File: config.mk
export PLATFORM = sky130hd
export DESIGN_NAME = spi_master_ram_ctrl
export DESIGN_NICKNAME = d
export VERILOG_FILES = /design/src/rtl/spi_ram_pkg.sv /design/src/rtl/spi_shift_reg.sv /design/src/rtl/spi_master_ram_ctrl.sv
export SDC_FILE = /design/constraint.sdc
export NUM_CORES = 1
export LEC_CHECK = 0
export ABC_AREA = 1
export BUFFER_PORTS_ARGS = -buffer_cell sky130_fd_sc_hd__buf_2
export CAP_MARGIN = 5
export CORE_MARGIN = 2
export CORE_UTILIZATION = 55
export CTS_CLUSTER_SIZE = 10
export DETAILED_ROUTE_END_ITERATION = 6
export GPL_TIMING_DRIVEN = 0
export PLACE_DENSITY = 0.77
export SETUP_SLACK_MARGIN = 0.1
export SLEW_MARGIN = 20
export SYNTH_ARGS = -nofsm -noshare
export SYNTH_HDL_FRONTEND = slang
export SYNTH_SLANG_ARGS = --single-unit
File: constraint.sdc
create_clock -name clk -period 2.4 [get_ports clk]
set_clock_uncertainty 0.1 [all_clocks]
set_input_delay 0.48 -clock clk [delete_from_list [all_inputs] [get_ports clk]]
set_output_delay 0.48 -clock clk [all_outputs]
set_load 0.005 [all_outputs]
File: src/rtl/spi_ram_pkg.sv
// Shared types for the SPI master that drives the SPI-slave RAM subsystem.
// Holds the frame geometry, the RAM opcodes, the controller states and the frame builder.
package spi_ram_pkg;

    localparam int FRAME_W = 10;
    localparam int DATA_W  = 8;
    localparam int CNT_W   = 4;

    typedef enum logic [1:0] {
        OP_WR_ADDR = 2'b00,
        OP_WR_DATA = 2'b01,
        OP_RD_ADDR = 2'b10,
        OP_RD_DATA = 2'b11
    } ram_op_t;

    typedef enum logic [2:0] {
        S_IDLE,
        S_SELECT,
        S_SHIFT,
        S_TURN,
        S_CAPTURE,
        S_GAP
    } state_t;

    // rd_data carries no payload, so its data field is sent as zeros
    function automatic logic [FRAME_W-1:0] make_frame(input ram_op_t op,
                                                      input logic [DATA_W-1:0] data);
        return {op, (op == OP_RD_DATA) ? {DATA_W{1'b0}} : data};
    endfunction

endpackage

File: src/rtl/spi_shift_reg.sv
// Parallel-load, MSB-first shifter with serial-in capture and a bit counter.
// The same register serialises the outgoing frame and then collects the reply byte.
module spi_shift_reg
    import spi_ram_pkg::*;
#(
    parameter int W = FRAME_W
) (
    input  logic             clk,
    input  logic             rst,
    input  logic             load,
    input  logic [W-1:0]     load_data,
    input  logic             shift_en,
    input  logic             serial_in,
    output logic             msb,
    output logic             msb_next,
    output logic [DATA_W-1:0] capture,
    output logic [CNT_W-1:0] cnt
);

    logic [W-1:0] q;

    always_ff @(posedge clk or posedge rst) begin
        if (rst) begin
            q   <= '0;
            cnt <= '0;
        end else if (load) begin
            q   <= load_data;
            cnt <= '0;
        end else if (shift_en) begin
            q   <= {q[W-2:0], serial_in};
            cnt <= cnt + 1'b1;
        end
    end

    assign msb      = q[W-1];
    assign msb_next = q[W-2];
    // byte as it will look once the current serial_in bit is taken
    assign capture  = {q[DATA_W-2:0], serial_in};

endmodule

File: src/rtl/spi_master_ram_ctrl.sv
// SPI master for the SPI-slave RAM: one command per 10-bit frame, MSB first,
// one bit per clk; rd_data frames capture an 8-bit reply from MISO after a turnaround.
//
// state     | meaning
// ----------+--------------------------------------------------------------
// S_IDLE    | SS_n high, cmd_ready high, waiting for a command
// S_SELECT  | first SS_n-low cycle, MOSI shows frame[9]
// S_SHIFT   | 10 cycles, MOSI = frame[9-k], k = 0..9
// S_TURN    | rd_data only: RD_TURNAROUND cycles, MOSI low, MISO ignored
// S_CAPTURE | rd_data only: 8 cycles, MISO sampled MSB first
// S_GAP     | SS_n high for IDLE_GAP cycles before returning to IDLE
module spi_master_ram_ctrl
    import spi_ram_pkg::*;
#(
    parameter int RD_TURNAROUND = 2,
    parameter int IDLE_GAP      = 1
) (
    input  logic        clk,
    input  logic        rst,
    input  logic        cmd_valid,
    output logic        cmd_ready,
    input  logic [1:0]  cmd_op,
    input  logic [7:0]  cmd_data,
    output logic        resp_valid,
    output logic [7:0]  resp_data,
    output logic        busy,
    output logic        SS_n,
    output logic        MOSI,
    input  logic        MISO
);

    state_t               state;
    ram_op_t              op_q;
    logic [2:0]           timer;

    logic                 accept;
    logic                 shift_last;
    logic                 cap_last;
    logic                 sr_load;
    logic [FRAME_W-1:0]   sr_load_data;
    logic                 sr_shift;
    logic                 sr_serial;
    logic                 sr_msb;
    logic                 sr_msb_next;
    logic [DATA_W-1:0]    sr_capture;
    logic [CNT_W-1:0]     sr_cnt;

    // ready is forced low while reset is held so commands during reset are never taken
    assign cmd_ready  = (state == S_IDLE) && !rst;
    assign busy       = (state != S_IDLE);
    assign accept     = cmd_valid && cmd_ready;
    assign shift_last = (state == S_SHIFT)   && (sr_cnt == CNT_W'(FRAME_W - 1));
    assign cap_last   = (state == S_CAPTURE) && (sr_cnt == CNT_W'(DATA_W - 1));

    // rd_data reloads zeros at the end of SHIFT so the capture starts from a clean register
    assign sr_load      = accept || (shift_last && (op_q == OP_RD_DATA));
    assign sr_load_data = accept ? make_frame(ram_op_t'(cmd_op), cmd_data) : '0;
    assign sr_shift     = (state == S_SHIFT) || (state == S_CAPTURE);
    assign sr_serial    = (state == S_CAPTURE) ? MISO : 1'b0;

    spi_shift_reg #(
        .W (FRAME_W)
    ) u_shift (
        .clk       (clk),
        .rst       (rst),
        .load      (sr_load),
        .load_data (sr_load_data),
        .shift_en  (sr_shift),
        .serial_in (sr_serial),
        .msb       (sr_msb),
        .msb_next  (sr_msb_next),
        .capture   (sr_capture),
        .cnt       (sr_cnt)
    );

    always_ff @(posedge clk or posedge rst) begin
        if (rst) begin
            state      <= S_IDLE;
            op_q       <= OP_WR_ADDR;
            timer      <= '0;
            SS_n       <= 1'b1;
            MOSI       <= 1'b0;
            resp_valid <= 1'b0;
            resp_data  <= '0;
        end else begin
            resp_valid <= 1'b0;
            case (state)
                S_IDLE: begin
                    if (accept) begin
                        state <= S_SELECT;
                        op_q  <= ram_op_t'(cmd_op);
                        SS_n  <= 1'b0;
                        MOSI  <= cmd_op[1];
                    end
                end
                S_SELECT: begin
                    state <= S_SHIFT;
                    MOSI  <= sr_msb;
                end
                S_SHIFT: begin
                    if (shift_last) begin
                        MOSI <= 1'b0;
                        if (op_q == OP_RD_DATA) begin
                            state <= S_TURN;
                            timer <= 3'(RD_TURNAROUND - 1);
                        end else begin
                            state <= S_GAP;
                            SS_n  <= 1'b1;
                            timer <= 3'(IDLE_GAP - 1);
                        end
                    end else begin
                        MOSI <= sr_msb_next;
                    end
                end
                S_TURN: begin
                    if (timer == 3'd0) state <= S_CAPTURE;
                    else               timer <= timer - 3'd1;
                end
                S_CAPTURE: begin
                    if (cap_last) begin
                        state      <= S_GAP;
                        SS_n       <= 1'b1;
                        timer      <= 3'(IDLE_GAP - 1);
                        resp_valid <= 1'b1;
                        resp_data  <= sr_capture;
                    end
                end
                S_GAP: begin
                    if (timer == 3'd0) state <= S_IDLE;
                    else               timer <= timer - 3'd1;
                end
                default: state <= S_IDLE;
            endcase
        end
    end

endmodule

==> metrics <==
min Tclk post-route 2.119 ns; placed cell area 2082 sq um; die width 62.69 um; CP max FO 10; type of the most critical hold path primary input to asynchronous set/reset pin; post-synthesis cell area 1894 sq um; setup bufs post-CTS 0; post-route antenna net violation count 0; CTS Buf Count 5; top-count cell post-synth nand2_1; routed vias/inst 5.009; CTS Buffer Depth 2; Crit path largest cell delay 0.38 ns; Clk Tree Root Cell clkbuf_4; Adder-Cell Fraction of Synth Area 2.642%; RR Endpoint u_shift.q[4]; flop2flop setup slack 0.61 ns; Clock Latency Late Sink 0.34 ns; Final nets 309; sequential area share after synthesis 43.66%; Vias 1,693; final non-filler cell area 2167 sq um; post-synthesis xor/xnor area fraction 0.9247%; routed len/inst 11.63 um; std cell rows 21; crit end category output pin; antenna violations before repair 0; largest net degree at the start of global routing 36; final WL 3.930 mm; # Max-Cap Violations 0; post-synthesis mux area share 0%; HPWL Detailed 2.921 mm; Final Hold Viols 0; Synth-to-Final Area Change 14.40%; period utilization 88.29%; FF+latch count, synth 33; Unique masters post-synth 26; DRC errors left 0; gpl congestion 0.8597; P per Cell Area 1152 nW/um^2; Critical Path, Cell by Cell clkbuf_2, inv_2, buf_2, nand3_1, inv_1, buf_2; WS Path Type flip-flop to output pin; Worst slew margin 51.21%; H-tree level count 2; total track usage 23.42%; warnings from Yosys 0; hold slack 0.1655 ns; crit path DAT 1.54 ns; combinational family with the most area after synthesis simple AND/OR/NAND/NOR gates; Clk pin slew, worst setup/hold paths 0.10 ns; Clock Sinks 33; start of the worst register-to-register path u_shift.cnt[1]; global route overflow 0; kind of start point of the critical path flip-flop; initial DRC count 102; Simple-Gate Fraction of Synth Area 38.97%; Critical Path Slowest Stage Cell dfrtp_1; Max Clk Rate 471.9 MHz; Final setup viols 0; worst slew pin tran 0.7308 ns; Core Util, Final 65.46%; R2R cell count 10; RSZ-0062 raised after global routing no; total power 2.497 mW; cts hold-fix bufs 0; Area contributors post-synth dfrtp_1, nand2_1, inv_1; initial core utilization 57.22%; io pins 27; VDD IR max 0.0005243 V; Post-synth EDFFs 0; ant diodes 0; status finished clean; vias in the first global route 1,735; compound-cell area share of the yosys netlist 4.624%; Max Slew Vio Count 0; CTS resizes 0; Syn Area/Cell 7.342 sq um; WP data required 1.82 ns; Yosys top cell area share 42.27%; die area 3929 sq um; drt first pass iters 4; Die Ht 62.69 um; top_reg_cell synth dfrtp_1; Core ar. 3311 sq um; Async S/R FF share, synth 100.0%; ratio of cells with drive above 1 in the final layout 18.15%; Cells after Synth 258; syn nets 276; I/O Buffers 26; first-pass GRT wire length 7.327 mm; TritonCTS clock tree done; cell accounting for the most synthesized area dfrtp_1; P_leak 1.268 nW; setup TNS 0 ns; most used cell, CP buf_2; most frequent cells after synthesis nand2_1, inv_1, dfrtp_1; Fillers 333
## through the flow
step / worst slack (ns) / std cells
4_1_cts: 0.2715 / 338
3_5_place_dp: 0.2112 / 330
6_report: 0.2811 / 338
5_1_grt: 0.1839 / 338
2_1_floorplan: 0.2440 / 258
3_3_place_gp: -0.2868 / 330
## critical path, delay by kind of cell (launching register included)
| kind | cells | cell delay (ns) |
|---|---|---|
| buf+inv | 5 | 0.71 |
| flops | 1 | 0.38 |
| simple gates | 1 | 0.09 |
## registers in the layout, summed over array words and instances, names as in the netlist
signal       cells
u_shift.cnt      4
u_shift.q       10
resp_valid       1
resp_data        8
state            3
op_q             2
MOSI             1
SS_n             1
timer            3
## report_power, final
group / leakage, nW / total, mW / internal [mW] / switching, mW
Combinational: 0.800 / 1.17 / 0.430 / 0.738
Clock: 0.0455 / 0.439 / 0.249 / 0.190
Sequential: 0.422 / 0.891 / 0.757 / 0.134
## cells in the final DEF (no fill, tap or decap), drive strengths merged
cell / count
a21oi: 4
and2: 1
buf: 29
bufinv: 1
clkbuf: 10
dfrtp: 32
dfstp: 1
ha: 4
inv: 39
nand2: 94
nand3: 24
nand4: 16
nor2: 20
nor3: 1
o211ai: 1
o21ai: 12
or2: 1
xnor2: 1
xor2: 1
## cell families after synthesis
logic type | after synthesis
flip-flops | 33
AND/OR/NAND/NOR | 157
buffers and inverters | 45
adder cells (fa/ha/maj) | 4
AO/OA/AOI/OAI | 17
XOR/XNOR | 2
## layer usage
layer	track usage, %	wire length (um)	share of wire [%]
met1	30.36	1795	46
met2	38.84	1927	49
met3	4.865	142	3.6
met4	8.611	65	1.7
met5	0	0	0
## worst max-delay path by stage
stage / startpoint / endpoint / slack [ns] / cells past startpoint
2_1_floorplan: rst / u_shift.q[8] / 0.24 / 8
4_1_cts: state[0] / cmd_ready / 0.27 / 6
3_5_place_dp: rst / u_shift.q[9] / 0.21 / 9
3_3_place_gp: rst / u_shift.q[8] / -0.29 / 9
5_1_grt: state[0] / cmd_ready / 0.18 / 6
6_report: state[0] / cmd_ready / 0.28 / 6
## final cells by class
| type | instances | area, sq um | area share, % |
|---|---|---|---|
| plain buffers | 6 | 27.53 | 1.270 |
| flip-flops and latches | 33 | 827.0 | 38.16 |
| clock buffers | 7 | 55.05 | 2.540 |
| multi-input cells | 180 | 893.4 | 41.22 |
| clock inverters | 1 | 30.03 | 1.386 |
| well taps | 46 | 57.56 | 2.656 |
| inverters | 39 | 146.4 | 6.755 |
| repair buffers | 26 | 130.1 | 6.005 |
Note: power is estimated with default switching activity, not from simulation.
